<file path="config.mk">
export PLATFORM = sky130hd
export DESIGN_NAME = move_validator_board
export DESIGN_NICKNAME = d
export VERILOG_FILES = /design/src/rtl/move_validator_board.sv
export SDC_FILE = /design/constraint.sdc
export NUM_CORES = 1
export LEC_CHECK = 0
export ABC_CLOCK_PERIOD_IN_PS = 6600
export BUFFER_PORTS_ARGS = -buffer_cell sky130_fd_sc_hd__buf_2
export CORE_MARGIN = 4
export CORE_UTILIZATION = 65
export DETAILED_ROUTE_END_ITERATION = 10
export PLACE_DENSITY = 0.95
export REMOVE_ABC_BUFFERS = 1
export SYNTH_ARGS = -nofsm -noshare
export SYNTH_HDL_FRONTEND = slang
export SYNTH_SLANG_ARGS = --single-unit
</file>
<file path="constraint.sdc">
create_clock -name clock -period 6.6 [get_ports clock]
set_input_delay 0.33 -clock clock [delete_from_list [all_inputs] [get_ports clock]]
set_output_delay 0.33 -clock clock [all_outputs]
set_load 0.05 [all_outputs]
</file>
<file path="src/rtl/move_validator_board.sv">
// Tic-tac-toe move validator for an N x N board: one move per handshake, legality checks,
// a line-by-line win scan, and draw detection once every cell is filled.
module move_validator_board #(
    parameter int BOARD_N = 3,
    parameter int POS_W   = $clog2(BOARD_N * BOARD_N)
) (
    input  logic                           clock,
    input  logic                           reset,
    input  logic                           clear,
    input  logic                           move_valid,
    output logic                           move_ready,
    input  logic                           player_id,
    input  logic [POS_W-1:0]               position,
    output logic                           result_valid,
    output logic [1:0]                     result_code,
    output logic                           turn,
    output logic                           game_over,
    output logic [1:0]                     winner,
    output logic [2*BOARD_N*BOARD_N-1:0]   board_flat
);

    localparam int CELLS  = BOARD_N * BOARD_N;
    localparam int LINES  = 2 * BOARD_N + 2;
    localparam int LINE_W = $clog2(LINES);
    localparam int CNT_W  = $clog2(CELLS + 1);

    typedef enum logic [1:0] {
        IDLE   = 2'd0,
        CHECK  = 2'd1,
        SCAN   = 2'd2,
        RESULT = 2'd3
    } state_t;

    state_t                 state_r;
    state_t                 state_s;
    logic [POS_W-1:0]       pos_r;
    logic                   mover_r;
    logic [2*CELLS-1:0]     board_r;
    logic                   turn_r;
    logic [CNT_W-1:0]       count_r;
    logic                   over_r;
    logic [1:0]             winner_r;
    logic                   result_valid_r;
    logic [1:0]             result_code_r;
    logic [LINE_W-1:0]      line_r;
    logic                   hit_r;

    logic                   handshake_s;
    logic                   reject_s;
    logic [1:0]             code_s;
    int                     pos_idx_s;
    int                     cell_s;
    logic                   line_hit_s;
    logic [1:0]             mover_code_s;
    logic                   last_line_s;

    // Cell index of the i-th cell on the given scan line: rows, then columns, then both diagonals.
    function automatic int line_cell(input int line, input int i);
        if (line < BOARD_N) begin
            return line * BOARD_N + i;
        end else if (line < 2 * BOARD_N) begin
            return i * BOARD_N + (line - BOARD_N);
        end else if (line == 2 * BOARD_N) begin
            return i * BOARD_N + i;
        end else begin
            return i * BOARD_N + (BOARD_N - 1 - i);
        end
    endfunction

    assign handshake_s  = move_valid && move_ready;
    assign mover_code_s = {mover_r, ~mover_r};
    assign last_line_s  = (line_r == LINE_W'(LINES - 1));

    // Legality of the latched move, in priority order range / turn / occupancy.
    always_comb begin
        reject_s  = 1'b1;
        code_s    = 2'b00;
        pos_idx_s = 0;
        if (int'(pos_r) < CELLS) begin
            pos_idx_s = int'(pos_r);
        end else begin
            pos_idx_s = 0;
        end
        if (int'(pos_r) >= CELLS) begin
            code_s = 2'b10;
        end else if (mover_r != turn_r) begin
            code_s = 2'b11;
        end else if (board_r[2*pos_idx_s +: 2] != 2'b00) begin
            code_s = 2'b01;
        end else begin
            reject_s = 1'b0;
        end
    end

    // Does every cell on the current scan line hold the mover's mark.
    always_comb begin
        line_hit_s = 1'b1;
        cell_s     = 0;
        for (int i = 0; i < BOARD_N; i++) begin
            cell_s = line_cell(int'(line_r), i);
            if (board_r[2*cell_s +: 2] != mover_code_s) begin
                line_hit_s = 1'b0;
            end else begin
                line_hit_s = line_hit_s;
            end
        end
    end

    // FSM state register; clear forces IDLE ahead of any transition.
    always_ff @(posedge clock or posedge reset) begin
        if (reset) begin
            state_r <= IDLE;
        end else if (clear) begin
            state_r <= IDLE;
        end else begin
            state_r <= state_s;
        end
    end

    // FSM next-state logic.
    always_comb begin
        state_s = state_r;
        case (state_r)
            IDLE:    state_s = handshake_s ? CHECK : IDLE;
            CHECK:   state_s = reject_s ? IDLE : SCAN;
            SCAN:    state_s = last_line_s ? RESULT : SCAN;
            RESULT:  state_s = IDLE;
            default: state_s = IDLE;
        endcase
    end

    // FSM outputs: only an idle, unfinished game accepts moves.
    always_comb begin
        move_ready = 1'b0;
        if ((state_r == IDLE) && !over_r) begin
            move_ready = 1'b1;
        end else begin
            move_ready = 1'b0;
        end
    end

    // Game datapath: latch move, write the board, accumulate line hits, publish the result.
    always_ff @(posedge clock or posedge reset) begin
        if (reset) begin
            pos_r          <= '0;
            mover_r        <= 1'b0;
            board_r        <= '0;
            turn_r         <= 1'b0;
            count_r        <= '0;
            over_r         <= 1'b0;
            winner_r       <= 2'b00;
            result_valid_r <= 1'b0;
            result_code_r  <= 2'b00;
            line_r         <= '0;
            hit_r          <= 1'b0;
        end else if (clear) begin
            pos_r          <= '0;
            mover_r        <= 1'b0;
            board_r        <= '0;
            turn_r         <= 1'b0;
            count_r        <= '0;
            over_r         <= 1'b0;
            winner_r       <= 2'b00;
            result_valid_r <= 1'b0;
            result_code_r  <= 2'b00;
            line_r         <= '0;
            hit_r          <= 1'b0;
        end else begin
            result_valid_r <= 1'b0;
            case (state_r)
                IDLE: begin
                    if (handshake_s) begin
                        pos_r   <= position;
                        mover_r <= player_id;
                    end
                end
                CHECK: begin
                    line_r <= '0;
                    hit_r  <= 1'b0;
                    if (reject_s) begin
                        result_valid_r <= 1'b1;
                        result_code_r  <= code_s;
                    end else begin
                        board_r[2*pos_idx_s +: 2] <= mover_code_s;
                        count_r <= count_r + CNT_W'(1);
                        turn_r  <= ~turn_r;
                    end
                end
                SCAN: begin
                    hit_r  <= hit_r | line_hit_s;
                    line_r <= line_r + LINE_W'(1);
                    // Result is registered here so the pulse lines up with the RESULT state.
                    if (last_line_s) begin
                        result_valid_r <= 1'b1;
                        result_code_r  <= 2'b00;
                        if (hit_r || line_hit_s) begin
                            over_r   <= 1'b1;
                            winner_r <= mover_code_s;
                        end else if (count_r == CNT_W'(CELLS)) begin
                            over_r   <= 1'b1;
                            winner_r <= 2'b11;
                        end
                    end
                end
                RESULT: begin
                    line_r <= '0;
                end
                default: begin
                    line_r <= '0;
                end
            endcase
        end
    end

    assign result_valid = result_valid_r;
    assign result_code  = result_code_r;
    assign turn         = turn_r;
    assign game_over    = over_r;
    assign winner       = winner_r;
    assign board_flat   = board_r;

endmodule
</file>
==> results.yml <==
yosys:
  ys_types: 69
  ys_async_sr_fraction_pct: 100
  syn_area_mm2: 0.00356
  yosysWarnings: 0
  synthTopCellsByArea: "dfrtp_1, ha_1, nand2_1, mux4_2, mux2i_1"
  syn_inst: 408
  syn_avg_cell_area_um2: 8.73
  yosys_register_bits: 40
  yosys-top-cells-count: "nand2_1, dfrtp_1, nor2_1, a21oi_1, ha_1"
  synthFlopType: "dfrtp_1"
  synth_edf_count: 0
  synth_top_area_cell: "dfrtp_1"
  synth_seq_area_share_pct: 28.1
  yosysMostFrequentCell: "nand2_1"
  yosysTopAreaCellShare_pct: 28.1
final_layout:
  drive_gt1_share_pct: 17.4
  num_antenna_cells: 0
  area_growth_pct: 7.52
  stdcell_count: 500
  postLayoutCellArea_mm2: 0.00383
  nFillCells: 377
  final_nets: 463
placed_design:
  gp_congestion: 0.966
  post-place-ws_ps: 1970
  dp_cells: 492
  place_area_mm2: 0.00372
  hpwl_um: 6620
  port_buffers: 34
drt:
  postRouteAntennaNets: 0
  firstDrtPassIters: 5
  totalWireLength_um: 9170
  wire_per_inst_um: 18.3
  routed_via_density: 6.60
  drt_iter0_markers: 276
  drc: 0
  via_count: 3302
sta:
  max_freq_ghz: 0.213
  setup_viol: 0
  finalCritPeriodShare_pct: 71.0
  hold_viol: 0
  post-route-min-period_ps: 4690
  worst_pin_slew_ps: 1110
  clock_skew_ps: 7.26
  finalWorstSetupSlack_ps: 1910
  drv_slew: 0
  rsz0062_at_grt: "no"
  fin_tns_setup_ps: 0
  slew_headroom_pct: 26.3
setup_path:
  r2r_cells: 12
  worstSetupPathType: "register to register"
  worstReg2RegStart: "line_r[0]"
  rrSetupSlack_ps: 1910
  start_kind: "register"
  cp.arrival_ps: 4900
  cp.required_ps: 6810
  crit_path_end_kind: "register"
  cp_max_fo: 31
  r2r_end: "game_over"
floorplanning:
  core_area_mm2: 0.00520
  die_h_um: 82.0
  die_x_um: 82.0
  ioPinCount: 35
  die_area_mm2: 0.00673
  initial_utilization_pct: 68.4
  rows: 26
run:
  drv_cap: 0
global_route:
  grt_max_degree: 46
  antenna_found_initial: 0
  globalRouteTotalUtil_pct: 30.1
  overflow: 0
  grt_pass1_vias: 3226
  grt_pass1_wl_um: 15700
clock_tree:
  clock_latency_ps: 300
  root_buffer: "clkbuf_8"
  cts_max_level: 2
  hold_buffers: 0
  clock-sinks: 40
  cts_max_path_buffers: 2
  cts_setup_buffers: 0
  tritoncts: "yes"
  cts_buffers: 5
  path_clk_slew_ps: 80
  cts-resized-gates: 0
min_path:
  min_path_type: "input pin to async pin"
power:
  power_density_mw_per_mm2: 148
  p_leak_uw: 0.00172
  p_total_uw: 567
  vdd_drop_max_uv: 164
run_status:
  outcome: "finished, final reports clean"
-- cell usage in the layout, fill, tap and decap left out, types with 3 or more instances in the layout --
cell type / n
o21ai_0: 15
mux4_2: 7
ha_1: 24
xnor2_1: 9
nand2_1: 43
mux2_2: 6
nor3b_1: 3
or2_2: 4
dfrtp_1: 40
o221ai_1: 3
a21o_1: 3
buf_2: 34
nor3_1: 11
a21oi_1: 27
nand3_1: 11
nor2_1: 35
o21a_1: 6
or3_1: 6
nand2_2: 3
o31ai_1: 3
xor2_1: 4
nor2b_1: 5
a31oi_1: 4
mux2i_1: 14
and2_1: 3
a211oi_1: 16
inv_1: 21
nand2b_1: 6
and3_1: 3
nand3b_1: 7
clkbuf_8: 5
-- routing by layer --
layer / global-route usage, % / wire length (um) / share of wire [%] / vias to the layer above
li1: - / - / - / 1519
met1: 39.7 / 3830 / 42 / 1572
met2: 50.4 / 4330 / 47 / 184
met3: 4.61 / 761 / 8.3 / 27
met4: 10.5 / 246 / 2.7 / 0
met5: 0 / 0 / 0 / -
-- state kept, by name (all words and copies together) (netlist names) --
signal and cells:
game_over 1, pos_r 4, result_valid 1, count_r 4, turn 1, hit_r 1, mover_r 1, line_r 3
winner 2, result_code 2, board_flat 18, state_r 2
-- final cells by class --
| class | instances | area [um^2] | area share, % |
|---|---|---|---|
| clock buffers | 6 | 72.6 | 1.89 |
| clock inverters | 2 | 35.0 | 0.915 |
| inverters | 22 | 82.6 | 2.16 |
| multi-input cells | 325 | 2370 | 62.0 |
| flip-flops and latches | 40 | 1000 | 26.1 |
| well taps | 70 | 87.6 | 2.29 |
| repair buffers | 35 | 178 | 4.64 |
-- through the flow --
step | hold slack [ps] | util (%)
floorplan | 393 | -
detailed placement | 478 | 71.5
finish | 141 | 73.6
CTS | 154 | 73.6
global placement | 468 | 71.5
global route | 212 | 73.6
-- worst max-delay path, cell delays in order (launching register included) --
cell	delay, ps
dfrtp_1	700
ha_1	420
inv_1	70
ha_1	880
and4b_1	340
a21oi_1	400
mux4_2	370
mux2_2	280
mux2_2	280
nand4b_4	180
nor4_4	360
o31ai_1	150
a21oi_1	170
-- report_power, final --
group	total [uW]	internal (uW)	switching, uW
logic	107	37.5	69.9
clock network	199	112	87.1
registers	260	251	9.68
total	567	400	167
-- logic make-up after synthesis --
group                    after synthesis  share of synthesized area (%)
AO/OA/AOI/OAI                        103                           20.1
buffers and inverters                 43                           5.27
AND/OR/NAND/NOR                      156                           23.8
XOR/XNOR                              13                           3.20
adder cells (fa/ha/maj)               25                           8.99
multiplexers                          28                           10.6
flip-flops                            40                           28.1
-- worst max path at each step --
stage / depth (start not counted) / end / startpoint
after CTS: 12 / game_over / line_r[0]
after global routing: 12 / game_over / line_r[0]
after detailed placement: 12 / game_over / line_r[0]
final: 12 / game_over / line_r[0]
after floorplan: 12 / game_over / line_r[0]
after global placement: 12 / game_over / line_r[0]
No activity file was read; power rests on OpenSTA's default activity.
